<file path="src/rtl/seq_restoring_divider.sv">
// ============================================================================
// Module   : seq_restoring_divider
// Purpose  : Iterative restoring divider, one quotient bit per cycle, with a
//            start/done handshake. Signed support is built with the macro
//            DIVIDER_SIGNED_EN; without it every division is unsigned.
// Revision : 1.0 - initial release
// ============================================================================
`default_nettype none

module seq_restoring_divider #(
  parameter int WIDTH = 32
) (
  input  logic             clk,
  input  logic             rst,
  input  logic             start,
  input  logic             signed_op,
  input  logic [WIDTH-1:0] dividend,
  input  logic [WIDTH-1:0] divisor,
  output logic             busy,
  output logic             done,
  output logic [WIDTH-1:0] quotient,
  output logic [WIDTH-1:0] remainder,
  output logic             div_by_zero
);

  localparam int                 c_cnt_w = $clog2(WIDTH);
  localparam logic [c_cnt_w-1:0] c_last  = c_cnt_w'(WIDTH - 1);

  typedef enum logic [1:0] {
    S_IDLE = 2'd0,
    S_RUN  = 2'd1,
    S_FIX  = 2'd2
  } state_t;

  state_t               state_q, state_d;
  logic [c_cnt_w-1:0]   count_q, count_d;
  logic [WIDTH-1:0]     rem_q, rem_d;
  logic [WIDTH-1:0]     q_q, q_d;
  logic [WIDTH-1:0]     dvs_q, dvs_d;
  logic                 dz_q, dz_d;
  logic                 busy_q, busy_d;
  logic                 done_q, done_d;
  logic [WIDTH-1:0]     quot_q, quot_d;
  logic [WIDTH-1:0]     remo_q, remo_d;
  logic                 dbz_q, dbz_d;

  logic [WIDTH-1:0]     w_dvd_mag;
  logic [WIDTH-1:0]     w_dvs_mag;
  logic [WIDTH:0]       w_shifted;
  logic [WIDTH+1:0]     w_diff;
  logic                 w_borrow;
  logic                 w_unused_bits;

`ifdef DIVIDER_SIGNED_EN
  logic negq_q, negq_d;
  logic negr_q, negr_d;
  logic w_dvd_neg;
  logic w_dvs_neg;

  assign w_dvd_neg     = signed_op & dividend[WIDTH-1];
  assign w_dvs_neg     = signed_op & divisor[WIDTH-1];
  assign w_dvd_mag     = w_dvd_neg ? (~dividend + 1'b1) : dividend;
  assign w_dvs_mag     = w_dvs_neg ? (~divisor + 1'b1) : divisor;
  assign w_unused_bits = w_diff[WIDTH];
`else
  assign w_dvd_mag     = dividend;
  assign w_dvs_mag     = divisor;
  assign w_unused_bits = ^{w_diff[WIDTH], signed_op};
`endif

  // Remainder stays below the divisor, so the shifted value fits in WIDTH+1
  // bits and the extra top bit of the difference is the borrow.
  assign w_shifted = {rem_q, q_q[WIDTH-1]};
  assign w_diff    = {1'b0, w_shifted} - {2'b00, dvs_q};
  assign w_borrow  = w_diff[WIDTH+1];

  always_comb begin
    state_d = state_q;
    count_d = count_q;
    rem_d   = rem_q;
    q_d     = q_q;
    dvs_d   = dvs_q;
    dz_d    = dz_q;
    busy_d  = busy_q;
    done_d  = 1'b0;
    quot_d  = quot_q;
    remo_d  = remo_q;
    dbz_d   = dbz_q;
`ifdef DIVIDER_SIGNED_EN
    negq_d  = negq_q;
    negr_d  = negr_q;
`endif

    case (state_q)
      S_IDLE: begin
        if (start) begin
          busy_d  = 1'b1;
          rem_d   = '0;
          count_d = '0;
          dvs_d   = w_dvs_mag;
          q_d     = w_dvd_mag;
`ifdef DIVIDER_SIGNED_EN
          negq_d  = w_dvd_neg ^ w_dvs_neg;
          negr_d  = w_dvd_neg;
`endif
          if (divisor == '0) begin
            // Raw dividend parked in the quotient register for FIX to copy out.
            dz_d    = 1'b1;
            q_d     = dividend;
            state_d = S_FIX;
          end else begin
            dz_d    = 1'b0;
            state_d = S_RUN;
          end
        end
      end

      S_RUN: begin
        q_d     = {q_q[WIDTH-2:0], ~w_borrow};
        rem_d   = w_borrow ? w_shifted[WIDTH-1:0] : w_diff[WIDTH-1:0];
        count_d = count_q + 1'b1;
        if (count_q == c_last) begin
          state_d = S_FIX;
        end
      end

      S_FIX: begin
        busy_d  = 1'b0;
        done_d  = 1'b1;
        dbz_d   = dz_q;
        state_d = S_IDLE;
        if (dz_q) begin
          quot_d = '1;
          remo_d = q_q;
        end else begin
`ifdef DIVIDER_SIGNED_EN
          quot_d = negq_q ? (~q_q + 1'b1) : q_q;
          remo_d = negr_q ? (~rem_q + 1'b1) : rem_q;
`else
          quot_d = q_q;
          remo_d = rem_q;
`endif
        end
      end

      default: begin
        state_d = S_IDLE;
        busy_d  = 1'b0;
      end
    endcase
  end

  always_ff @(posedge clk) begin
    if (rst) begin
      state_q <= S_IDLE;
      count_q <= '0;
      rem_q   <= '0;
      q_q     <= '0;
      dvs_q   <= '0;
      dz_q    <= 1'b0;
      busy_q  <= 1'b0;
      done_q  <= 1'b0;
      quot_q  <= '0;
      remo_q  <= '0;
      dbz_q   <= 1'b0;
`ifdef DIVIDER_SIGNED_EN
      negq_q  <= 1'b0;
      negr_q  <= 1'b0;
`endif
    end else begin
      state_q <= state_d;
      count_q <= count_d;
      rem_q   <= rem_d;
      q_q     <= q_d;
      dvs_q   <= dvs_d;
      dz_q    <= dz_d;
      busy_q  <= busy_d;
      done_q  <= done_d;
      quot_q  <= quot_d;
      remo_q  <= remo_d;
      dbz_q   <= dbz_d;
`ifdef DIVIDER_SIGNED_EN
      negq_q  <= negq_d;
      negr_q  <= negr_d;
`endif
    end
  end

  assign busy        = busy_q;
  assign done        = done_q;
  assign quotient    = quot_q;
  assign remainder   = remo_q;
  assign div_by_zero = dbz_q;

endmodule

`default_nettype wire

</file>
<file path="config.mk">
export PLATFORM = sky130hd
export DESIGN_NAME = seq_restoring_divider
export DESIGN_NICKNAME = d
export VERILOG_FILES = /design/src/rtl/seq_restoring_divider.sv
export SDC_FILE = /design/constraint.sdc
export NUM_CORES = 1
export LEC_CHECK = 0
export CORE_MARGIN = 10
export CORE_UTILIZATION = 45
export DETAILED_ROUTE_END_ITERATION = 7
export GPL_TIMING_DRIVEN = 0
export PLACE_DENSITY_LB_ADDON = 0.08
export SYNTH_ARGS = -nofsm -noshare
export SYNTH_HDL_FRONTEND = slang
export SYNTH_SLANG_ARGS = --single-unit
</file>
<file path="constraint.sdc">
create_clock -name clk -period 3.3 [get_ports clk]
set_input_delay 0.825 -clock clk [delete_from_list [all_inputs] [get_ports clk]]
set_output_delay 0.825 -clock clk [all_outputs]
set_load 0.02 [all_outputs]
</file>
; Word-level counts from Yosys, hierarchy flattened
; Cells that the tools add are included.
; W data, S select, Z words.
[totals]
register_bits = 171
inputBits = 68
output_inout_bits = 67
[op_classes]
add_sub_neg = 2
eq_ne = 5
mux = 17
bitwise = 2
reduce_logical = 7
[ops]
columns = cell, count
row1 = $mux W32, 5
row2 = $pmux W32 S2, 2
row3 = $sub A33 B32 Y34, 1
row4 = $logic_not A32 Y1, 1
row5 = $pmux W5 S2, 1
row6 = $reduce_and A2 Y1, 4
row7 = $mux W2, 3
row8 = $add A5 B1 Y5 const B, 1
row9 = $eq A5 B5 Y1 const B, 1
row10 = $mux W5, 1
row11 = $ne A2 B2 Y1 const B, 2
row12 = $pmux W2 S2, 1
row13 = $mux W1, 3
row14 = $eq A2 B1 Y1 const B, 1
row15 = $eq A2 B2 Y1 const B, 1
row16 = $logic_not A2 Y1, 1
row17 = $not A1 Y1, 2
row18 = $pmux W1 S2, 1
row19 = $reduce_bool A2 Y1, 1

; Longest topological paths before layout
[depth]
word_depth = 4
depth_mapped = 13
depth_no_buf = 11

; Worst setup path after synthesis
; Ideal clock, no wire load.
[synth_timing]
path_type = register to register
from = reg q_q[31]
to = reg rem_q[28]
setup_time_ps = 122
arrival_time_ps = 2514
t_required_ps = 3178
path_slack_ps = 665
stages_incl_launch_ff = 12
path_buffers = 0
path_cell_list = dfxtp_1 inv_1 ha_1 fa_1 nand2b_1 a21oi_1 o21ai_0 o31ai_2 a41oi_1 nor2_1 a211oi_1 a221o_1
[synth_between]
elab_chain_cells = 3
[synth_lines]
columns = item, line_no
row1 = start: declaration, 38  ; logic [WIDTH-1:0] q_q, q_d;
row2 = start signal: assignment, 174  ; q_q <= q_d;
row3 = $sub A33 B32 Y34, 74  ; assign w_diff = {1'b0, w_shifted} - {2'b00, dvs_q};
row4 = $mux W32, 120  ; rem_d = w_borrow ? w_shifted[WIDTH-1:0] : w_diff[WIDTH-1:0];
row5 = $pmux W32 S2, 94  ; case (state_q)
row6 = end signal: assignment, 173  ; rem_q <= rem_d;
row7 = end: declaration, 37  ; logic [WIDTH-1:0] rem_q, rem_d;
; Every way passes these cells.
; A chain may end at the register's enable or synchronous reset.

; Final worst setup path
; Ends and elaborated chain as after synthesis.

==> impl_results.md <==
* Top achievable clock speed at 0.320 GHz
* Setup Total Neg Slack at 0 ns
* Proportion of synthesized chip area in sequential cells at 0.387
* Worst VDD drop at 0.751 mV
* Detailed-route DRC error count at 0
* Fin crit period at 3.12 ns
* GRT Resource Usage Total at 0.202
* Dominant synthesized flop cell: sky130_fd_sc_hd__dfxtp_1
* Slew at the pin closest to its max-slew limit at approximately 0.75 ns
* Insertion delay of the later-clocked pin in the worst-skew pair at 0.43 ns
* Fill cell instance count of the final layout at roughly 1900
* Multi-input logic area at a little under 5000 um^2
* Number of global-route vias before repair at 7821
* Placed instance area at 10500 um^2
* Share of synthesized registers carrying an async set or reset at 0
* Area of the core region at 19400 um^2
* Wire length of the first global-routing pass at 42300 um
* Number of storage elements in the synthesis netlist at 171
* Startpoint-to-endpoint class of the critical path: register to register
* # diodes at 0
* Worst EP arrival at 3.44 ns
* TritonCTS buffer count at 17
* P_leak at 4.03 nW
* Syn-to-layout area delta at 25.4%
* Post-route standard cell area excluding fillers at 11100 um^2
* Number of nets in the layout at about 1400
* Unrepaired setup endpoints after global routing: no
* Power Dens Cells at around 860 nW/um^2
* Cell at the root of the clock tree: sky130_fd_sc_hd__clkbuf_16
* Initial core utilization at 0.456
* PortBufs at 132
* Overflow after GRT at 0
* Clock tree from TritonCTS: built
* Most area-consuming cells after synthesis: sky130_fd_sc_hd__dfxtp_1 39%, sky130_fd_sc_hd__nand2_1 7.7%, sky130_fd_sc_hd__mux2i_1 5.8%, sky130_fd_sc_hd__nor2_1 5.7%, sky130_fd_sc_hd__ha_1 4.8%
* Final routed wire length divided by cell count at 17.2 um
* Count of synthesis-stage warnings from yosys at 0
* Hold Path Class: register to register
* Post-synthesis cell type count at 72
* Slew margin rel. at 0.497
* Remaining antenna violation count after routing at 0
* Proportion of layout cells with a drive suffix above 1 at 0.0452
* Total die area at 25700 um^2
* Detailed Routing Iterations Pass 1 at 5
* Synthesized netlist cell count at 1119
* Post-route clock skew at roughly 0.0093 ns
* Initial DRC Count at 614
* WL final at about 27000 um
* Detailed-placement wirelength estimate at 21000 um
* RD Place Congestion at ~0.9
* Max-Cap Viols at 0
* Width of the die at around 160 um
* Die outline height at 160 um
* Final setup violation count at 0
* Maximum fanout count along the critical path at 5
* Share of the clock period used by the worst path at 0.946
* Vias post-DR at 8306
* Post-Syn Nets at 1222
* Final count of pins violating max slew at 0
* Antenna violations before repair at 0
* Via density per instance at 5.37
* Total number of H-tree levels at 4
* Data required, critical path at 3.62 ns
* Maximum number of pins on one net before global-route repair at 19
* Number of hold violations in the final report at 0
* Library cell with the largest summed area after synthesis: sky130_fd_sc_hd__dfxtp_1
* Top cell type's share of synthesized area at 0.387
* Clock sink count at approximately 170
* Combined flip-flop and latch cell area at 3420 um^2
* Largest buffer count on any clock path at 2
* WHS at 0.457 ns
* Netlist Area Pre-Place at between 8000 and 9000 um^2
* CTS Hold Buffers Added at 0
* Number of top-level design ports at 135
* Number of enable flip-flop cells after synthesis at 0
* Clock-pin slew on the worst setup and hold paths at around 0.070 ns
* Sort of element at the end of the critical path: register
* Startpoint type of the worst setup path: register
* Status: finished clean
* Site Rows at 51
* Synthesized area per cell at 7.91 um^2
==> worst paths after layout <==
path | start | to | slack [ns] | depth (start not counted)
hold reg to reg | dvs_q[16] | dvs_q[16] | 0.46 | 2
hold / removal | dvs_q[16] | dvs_q[16] | 0.46 | 2
setup reg to reg | q_q[31] | rem_q[28] | 0.18 | 11
setup / recovery | q_q[31] | rem_q[28] | 0.18 | 11
==> Yosys cell counts (5+ instances only) <==
cell / count
sky130_fd_sc_hd__xor2_1: 7
sky130_fd_sc_hd__ha_1: 34
sky130_fd_sc_hd__clkbuf_1: 64
sky130_fd_sc_hd__o21ai_1: 18
sky130_fd_sc_hd__nor2_1: 134
sky130_fd_sc_hd__nor2b_1: 11
sky130_fd_sc_hd__a21o_1: 8
sky130_fd_sc_hd__xnor2_1: 15
sky130_fd_sc_hd__mux2i_1: 51
sky130_fd_sc_hd__a211oi_1: 35
sky130_fd_sc_hd__o21ai_0: 22
sky130_fd_sc_hd__nor4_1: 8
sky130_fd_sc_hd__a311oi_1: 33
sky130_fd_sc_hd__inv_1: 41
sky130_fd_sc_hd__buf_1: 11
sky130_fd_sc_hd__nand2_1: 181
sky130_fd_sc_hd__a31oi_1: 7
sky130_fd_sc_hd__nand2b_1: 8
sky130_fd_sc_hd__and3_1: 5
sky130_fd_sc_hd__nand3_1: 27
sky130_fd_sc_hd__nand4_1: 7
sky130_fd_sc_hd__dfxtp_1: 171
sky130_fd_sc_hd__a21oi_1: 71
sky130_fd_sc_hd__buf_2: 5
sky130_fd_sc_hd__nor3_1: 68
==> through the flow <==
stage               worst slack, ns  power (mW)   util  cells
floorplan                     0.665        6.36      -   1119
global placement            -0.0401        7.43  0.541   1516
detailed placement          -0.0470        7.48  0.541   1516
CTS                          0.0221        9.50  0.572   1548
global route                 0.0406        10.2  0.572   1548
finish                        0.180        9.55  0.572   1548
==> flip-flops by register name, indices dropped and copies added, names as in the netlist <==
name / cells
dvs_q: 32
quotient: 32
remainder: 32
dz_q: 1
q_q: 32
state_q: 2
count_q: 5
busy: 1
rem_q: 32
div_by_zero: 1
done: 1
==> report_power, final <==
part	switching [mW]	leakage, nW	internal (mW)
Clock	0.958	0.288	1.03
Sequential	0.277	1.39	2.26
Combinational	2.83	2.35	2.20
Total	4.06	4.03	5.49
==> cell usage in the layout (no fill, tap or decap), drive strengths merged, types with 5 or more instances in the layout <==
cell type,n
inv,51
clkdlybuf4s50,132
nor2,134
a21oi,71
nor2b,11
nand4,7
dfxtp,171
a21o,9
nor4,8
nand2,181
buf,20
xnor2,15
a311oi,34
nand3,28
a31oi,8
a211oi,35
ha,34
xor2,7
clkbuf,82
o21ai,40
mux2i,51
and3,5
or2,6
nand2b,8
nor3,69
o2111ai,5
==> logic make-up (layout without fill, tap and decap cells) <==
| group | count (synthesis) | in the layout | synth area share |
|---|---|---|---|
| xor+xnor | 22 | 22 | 0.0218 |
| simple gates | 474 | 474 | 0.237 |
| fa+ha+maj | 35 | 35 | 0.0503 |
| mux | 51 | 51 | 0.0577 |
| compound gates | 241 | 241 | 0.189 |
| buf+inv | 125 | 289 | 0.0577 |
| flops | 171 | 171 | 0.387 |
==> final cells by class <==
| cell class | count | area share |
|---|---|---|
| clock inverter | 14 | 0.0124 |
| clock buffer | 18 | 0.0396 |
| inverter | 41 | 0.0139 |
| tap | 265 | 0.0299 |
| sequential | 171 | 0.308 |
| timing repair buffer | 132 | 0.119 |
| buffer | 84 | 0.0321 |
| multi-input combinational | 823 | 0.445 |
==> critical path, cell delays in order, from the launching register on <==
cell                       delay, ns
sky130_fd_sc_hd__dfxtp_1        0.47
sky130_fd_sc_hd__inv_1          0.10
sky130_fd_sc_hd__ha_1           0.24
sky130_fd_sc_hd__fa_1           0.40
sky130_fd_sc_hd__nand2b_1       0.19
sky130_fd_sc_hd__a21oi_2        0.22
sky130_fd_sc_hd__o21ai_1        0.21
sky130_fd_sc_hd__o31ai_4        0.41
sky130_fd_sc_hd__a41oi_1        0.24
sky130_fd_sc_hd__nor2_1         0.13
sky130_fd_sc_hd__a211oi_1       0.08
sky130_fd_sc_hd__a221o_1        0.31
==> per-layer routing <==
layer | up-vias | global-route usage | part of all wire
met3 | 33 | 0.0337 | 0.052
met1 | 3784 | 0.273 | 0.48
li1 | 4247 | - | -
met5 | - | 0 | 0
met4 | 0 | 0.0551 | 0.016
met2 | 242 | 0.326 | 0.45
==> timing repair <==
item / CTS / global route
setup buffers: 0 / 0
hold endpoints to repair: 0 / 0
pin swaps: 1 / 0
resized for setup: 1 / 3
endpoints found under the setup margin: 2 / 11
Note: power is estimated with default switching activity, not from simulation.
